===== config.mk =====
export PLATFORM = sky130hd
export DESIGN_NAME = load_sequencer
export DESIGN_NICKNAME = d
export VERILOG_FILES = /design/src/rtl/load_sequencer_pkg.sv /design/src/rtl/seq_out_reg.sv /design/src/rtl/load_sequencer.sv
export SDC_FILE = /design/constraint.sdc
export NUM_CORES = 1
export LEC_CHECK = 0
export CORE_AREA = 2 2 65 67
export DETAILED_ROUTE_END_ITERATION = 10
export DIE_AREA = 0 0 67 69
export PLACE_DENSITY = 0.77
export SYNTH_ARGS = -nofsm -noshare
export SYNTH_HDL_FRONTEND = slang
export SYNTH_SLANG_ARGS = --single-unit

===== constraint.sdc =====
create_clock -name clk -period 2.1 [get_ports clk]
set_clock_uncertainty 0.05 [all_clocks]
set_input_delay 0.21 -clock clk [delete_from_list [all_inputs] [get_ports clk]]
set_output_delay 0.21 -clock clk [all_outputs]
set_load 0.02 [all_outputs]

===== src/rtl/load_sequencer_pkg.sv =====
// Shared types and constants for the load sequencer.
package load_sequencer_pkg;

    typedef enum logic [2:0] {
        IDLE   = 3'd0,
        LOAD_W = 3'd1,
        LOAD_D = 3'd2,
        SETTLE = 3'd3,
        OUT    = 3'd4
    } state_t;

    localparam logic MODE_WEIGHT = 1'b1;
    localparam logic MODE_DATA   = 1'b0;

    localparam int DEF_W_BYTES    = 54;   // 3x3x3x2 weights
    localparam int DEF_D_BYTES    = 64;   // 8x8x1 features
    localparam int DEF_SETTLE_CYC = 2;

endpackage


===== src/rtl/seq_out_reg.sv =====
// Result holding register with valid/ready handshake.
module seq_out_reg (
    input  logic       clk,
    input  logic       rst,
    input  logic       capture,
    input  logic [7:0] cap_data,
    input  logic       cap_flag,
    input  logic       m_ready,
    output logic       m_valid,
    output logic [7:0] m_data,
    output logic       m_flag
);

    logic       valid_q, valid_d;
    logic [7:0] data_q, data_d;
    logic       flag_q, flag_d;

    // Load on capture, drop valid on handshake, otherwise hold.
    always_comb begin
        valid_d = valid_q;
        data_d  = data_q;
        flag_d  = flag_q;
        if (capture) begin
            valid_d = 1'b1;
            data_d  = cap_data;
            flag_d  = cap_flag;
        end else if (valid_q && m_ready) begin
            valid_d = 1'b0;
        end
    end

    // Holding register.
    always_ff @(posedge clk) begin
        if (rst) begin
            valid_q <= 1'b0;
            data_q  <= 8'h00;
            flag_q  <= 1'b0;
        end else begin
            valid_q <= valid_d;
            data_q  <= data_d;
            flag_q  <= flag_d;
        end
    end

    assign m_valid = valid_q;
    assign m_data  = data_q;
    assign m_flag  = flag_q;

endmodule


===== src/rtl/load_sequencer.sv =====
// Load sequencer: streams weight then feature bytes into the inference core,
// waits for the core to settle and hands the result off downstream.
// Optional macro LOAD_SEQ_KEEPW_EN adds input keep_w to skip the weight load.
//
// state  | meaning
// IDLE   | waiting for start
// LOAD_W | accepting weight bytes (mode = weight)
// LOAD_D | accepting feature bytes (mode = data)
// SETTLE | core settling after the final write
// OUT    | result held until consumer takes it
module load_sequencer
    import load_sequencer_pkg::*;
#(
    parameter int W_BYTES    = DEF_W_BYTES,
    parameter int D_BYTES    = DEF_D_BYTES,
    parameter int SETTLE_CYC = DEF_SETTLE_CYC
) (
    input  logic       clk,
    input  logic       rst,
    input  logic       start,
`ifdef LOAD_SEQ_KEEPW_EN
    input  logic       keep_w,
`endif
    input  logic       s_valid,
    input  logic [7:0] s_data,
    output logic       s_ready,
    output logic       mode,
    output logic       ram_en,
    output logic [7:0] din,
    input  logic [7:0] res_data,
    input  logic       res_flag,
    output logic       m_valid,
    output logic [7:0] m_data,
    output logic       m_flag,
    input  logic       m_ready,
    output logic       busy,
    output logic       frame_done
);

    localparam logic [6:0] W_LAST      = 7'(W_BYTES - 1);
    localparam logic [6:0] D_LAST      = 7'(D_BYTES - 1);
    localparam logic [7:0] SETTLE_LOAD = 8'(SETTLE_CYC);

    state_t     state_q, state_d;
    logic [6:0] cnt_q, cnt_d;
    logic [7:0] settle_q, settle_d;
    logic       ram_en_q, ram_en_d;
    logic       mode_q, mode_d;
    logic [7:0] din_q, din_d;
    logic       frame_done_q, frame_done_d;
    logic       accept, capture, handshake, skip_w;

`ifdef LOAD_SEQ_KEEPW_EN
    assign skip_w = keep_w;
`else
    assign skip_w = 1'b0;
`endif

    assign s_ready   = (state_q == LOAD_W) || (state_q == LOAD_D);
    assign accept    = s_valid && s_ready;
    assign handshake = m_valid && m_ready;

    // Next-state, byte counter, settle timer and RAM write pipeline.
    always_comb begin
        state_d      = state_q;
        cnt_d        = cnt_q;
        settle_d     = settle_q;
        capture      = 1'b0;
        frame_done_d = 1'b0;
        ram_en_d     = accept;
        din_d        = accept ? s_data : din_q;
        mode_d       = accept ? ((state_q == LOAD_W) ? MODE_WEIGHT : MODE_DATA) : mode_q;
        case (state_q)
            IDLE: begin
                cnt_d = 7'd0;
                if (start) state_d = skip_w ? LOAD_D : LOAD_W;
            end
            LOAD_W: begin
                if (accept) begin
                    if (cnt_q == W_LAST) begin
                        cnt_d   = 7'd0;
                        state_d = LOAD_D;
                    end else begin
                        cnt_d = cnt_q + 7'd1;
                    end
                end
            end
            LOAD_D: begin
                if (accept) begin
                    if (cnt_q == D_LAST) begin
                        cnt_d    = 7'd0;
                        settle_d = SETTLE_LOAD;
                        state_d  = SETTLE;
                    end else begin
                        cnt_d = cnt_q + 7'd1;
                    end
                end
            end
            // Entered alongside the final write; expiry at zero leaves
            // SETTLE_CYC full cycles after that write before capture.
            SETTLE: begin
                if (settle_q == 8'd0) begin
                    capture = 1'b1;
                    state_d = OUT;
                end else begin
                    settle_d = settle_q - 8'd1;
                end
            end
            OUT: begin
                if (handshake) begin
                    state_d      = IDLE;
                    frame_done_d = 1'b1;
                end
            end
            default: state_d = IDLE;
        endcase
    end

    // State and output registers.
    always_ff @(posedge clk) begin
        if (rst) begin
            state_q      <= IDLE;
            cnt_q        <= 7'd0;
            settle_q     <= 8'd0;
            ram_en_q     <= 1'b0;
            mode_q       <= 1'b0;
            din_q        <= 8'h00;
            frame_done_q <= 1'b0;
        end else begin
            state_q      <= state_d;
            cnt_q        <= cnt_d;
            settle_q     <= settle_d;
            ram_en_q     <= ram_en_d;
            mode_q       <= mode_d;
            din_q        <= din_d;
            frame_done_q <= frame_done_d;
        end
    end

    seq_out_reg u_out (
        .clk      (clk),
        .rst      (rst),
        .capture  (capture),
        .cap_data (res_data),
        .cap_flag (res_flag),
        .m_ready  (m_ready),
        .m_valid  (m_valid),
        .m_data   (m_data),
        .m_flag   (m_flag)
    );

    assign ram_en     = ram_en_q;
    assign mode       = mode_q;
    assign din        = din_q;
    assign busy       = (state_q != IDLE);
    assign frame_done = frame_done_q;

endmodule


==> results.sh <==
export IMPL_period_minus_slack_ns=1.97
export IMPL_ant_nets=0
export IMPL_drt_iter0_drc=66
export IMPL_yosys_register_bits=39
export IMPL_fillCellCount=323
export IMPL_hold_path_class="flop to flop"
export IMPL_portBuffers=44
export IMPL_yosysWarnings=0
export IMPL_firstDrtPassIters=4
export IMPL_drive_above_1_share_pct=11.9
export IMPL_vias_per_cell=5.24
export IMPL_clock_latency_ns=0.30
export IMPL_post_drt_wl_per_cell_um=13.3
export IMPL_postPlaceCellArea_sq_um=2390
export IMPL_yosysTopAreaCell="dfxtp_1"
export IMPL_grt_busiest_layer="met2"
export IMPL_required_ns=1.84
export IMPL_route_detailed_drc=0
export IMPL_tritoncts_num_buffers=5
export IMPL_fin_area_sq_um=2530
export IMPL_htreeDepth=2
export IMPL_drt_total_wl_um=4250
export IMPL_grtUsageTotal_pct=20.2
export IMPL_overflow=0
export IMPL_finalCritPeriodShare_pct=94.0
export IMPL_yosysMostFrequentCell="dfxtp_1"
export IMPL_async_flop_share_pct=0
export IMPL_synthDistinctLibCells=46
export IMPL_critical_path_class="flop to output pin"
export IMPL_pin_count=45
export IMPL_post_cts_setup_buffers=0
export IMPL_maxCapViolCount=0
export IMPL_p_leak_nw=0.991
export IMPL_crit_arrival_ns=1.71
export IMPL_grt_use_met1_pct=24.0
export IMPL_synth_seq_area_share_pct=42.3
export IMPL_via_count=1670
export IMPL_cts_tree="done"
export IMPL_synth_edff_count=0
export IMPL_antenna_cells=0
export IMPL_finalSetupViolations=0
export IMPL_grt_pass1_vias=1593
export IMPL_comb_power_share_pct=34.4
export IMPL_die_area_sq_um=4620
export IMPL_synth_area_top_cells="dfxtp_1, nand2_1, a21oi_1"
export IMPL_fmax_mhz=506
export IMPL_synth_nets=238
export IMPL_clock_power_share_pct=30.1
export IMPL_placedCellCount=311
export IMPL_setup_worst_path_end_class="output pin"
export IMPL_syn_area_sq_um=1850
export IMPL_rsz0062_at_grt="no"
export IMPL_powerDensity_nw_per_um2=979
export IMPL_grt_met3_usage_pct=8.97
export IMPL_clock_sinks=39
export IMPL_cts_root_buf="clkbuf_8"
export IMPL_die_x_um=67
export IMPL_cts_buffer_depth=2
export IMPL_p_sw_uw=808
export IMPL_swShare_pct=32.6
export IMPL_finalMaxSlewViolations=0
export IMPL_rows=23
export IMPL_clkTransAtPathRegs_ns=0.08
export IMPL_postSynthCellCount=212
export IMPL_synthFlopType="dfxtp_1"
export IMPL_synth_top_cell_area_share_pct=42.3
export IMPL_fin_util_pct=64.6
export IMPL_pwr_share_seq_pct=35.4
export IMPL_antenna_found_initial=0
export IMPL_core_sq_um=3910
export IMPL_grt_max_degree=18
export IMPL_vdd_drop_max_mv=0.532
export IMPL_critPathLaunchType="flop"
export IMPL_max_slew_worst_pin_slew_ns=0.510
export IMPL_relSlewSlack_pct=66.0
export IMPL_outcome="complete, no violations"
export IMPL_p_int_mw=1.67
export IMPL_hpwl_um=3120
export IMPL_synthTopCellsByCount="dfxtp_1, nand2_1, nor2_1, a21oi_1, mux2i_1"
export IMPL_fin_nets=294
export IMPL_start_util_pct=47.2
export IMPL_met2_usage_pct=31.9
export IMPL_stdcell_count=319
export IMPL_areaGrowthSynthToFinish_pct=37.0
export IMPL_grt_pass1_wl_um=7220
export IMPL_fin_setup_tns_ns=0
export IMPL_path_max_fanout=10
export IMPL_die_y_um=69
export IMPL_finalHoldViolations=0
export IMPL_syn_area_per_cell_sq_um=8.71
export IMPL_gp_congestion=0.896
## cell usage in the layout, fill, tap and decap left out, drive strengths merged, types with 3 or more instances in the layout
cell type	count
clkbuf	6
nor2	27
nor3	4
clkdlybuf4s50	43
mux2i	10
buf	15
nand2b	5
xor2	4
nand3	4
nor4	3
a21oi	21
nand2	30
inv	7
ha	4
o21ai	7
dfxtp	39
## metal layers
| layer | share of wire (%) | wire length [um] |
|---|---|---|
| met5 | 0 | 0 |
| met4 | 1.7 | 74 |
| met3 | 8.6 | 367 |
| met2 | 47 | 2000 |
| met1 | 43 | 1810 |
## kinds of logic after synthesis
family | count (synthesis) | synth area share, %
xor gates and xnor gates | 6 | 2.85
DFF | 39 | 42.3
adders and majority gates | 4 | 2.71
buffers and inverters | 17 | 5.15
and+or+nand+nor | 87 | 23.6
AOI/OAI and AO/OA | 48 | 17.4
muxes | 11 | 6.03
## final cells by class
cell class	count	area, sq um	share of cell area [%]
Clock inverter	2	60.1	2.37
Timing Repair Buffer	59	556	22.0
Inverter	7	26.3	1.04
Clock buffer	6	72.6	2.87
Multi-Input combinational cell	156	971	38.4
Sequential cell	39	782	30.9
Tap cell	50	62.6	2.47
## final timing paths
path / depth (start not counted) / slack, ns / endpoint / from
setup reg to reg: 5 / 0.19 / state_q[0]$_SDFFE_PP0P_ / cnt_q[5]$_SDFFE_PP0P_
hold / removal: 2 / 0.40 / din[3]$_SDFFE_PP0P_ / din[3]$_SDFFE_PP0P_
setup / recovery: 3 / 0.13 / busy / state_q[2]$_SDFFE_PP0P_
hold reg to reg: 2 / 0.40 / din[3]$_SDFFE_PP0P_ / din[3]$_SDFFE_PP0P_
## power groups by stage
stage,Combinational (mW),Sequential [mW],Clock [mW]
3_5_place_dp,0.855,0.891,0
5_1_grt,0.938,0.888,0.806
2_1_floorplan,0.486,0.923,0
3_3_place_gp,0.852,0.890,0
4_1_cts,0.860,0.875,0.758
6_report,0.853,0.877,0.746
## worst max-delay path, stage by stage, from the launching register on
cell             delay, ns
dfxtp_1               0.51
inv_1                 0.14
nand2_1               0.15
clkdlybuf4s50_1       0.62
## registers in the layout (all words and copies together) (netlist names)
name and cells:
din 8, settle_q 8, u_out.m_data 8, cnt_q 7, state_q 3, frame_done 1
mode 1, ram_en 1, u_out.m_flag 1, u_out.m_valid 1
## timing repair
item                                    CTS  global route
endpoints found under the setup margin    0             2
hold buffers                              0             0
resized for setup                         0             2
## metrics by stage
step	setup WS, ns	hold WS, ns	total power, mW
after global routing	0.00920	0.404	2.63
after CTS	0.0208	0.400	2.49
final	0.126	0.405	2.48
after global placement	0.192	0.391	1.74
after floorplan	0.267	0.296	1.41
after detailed placement	0.176	0.396	1.75
No activity file was read; power rests on OpenSTA's default activity.
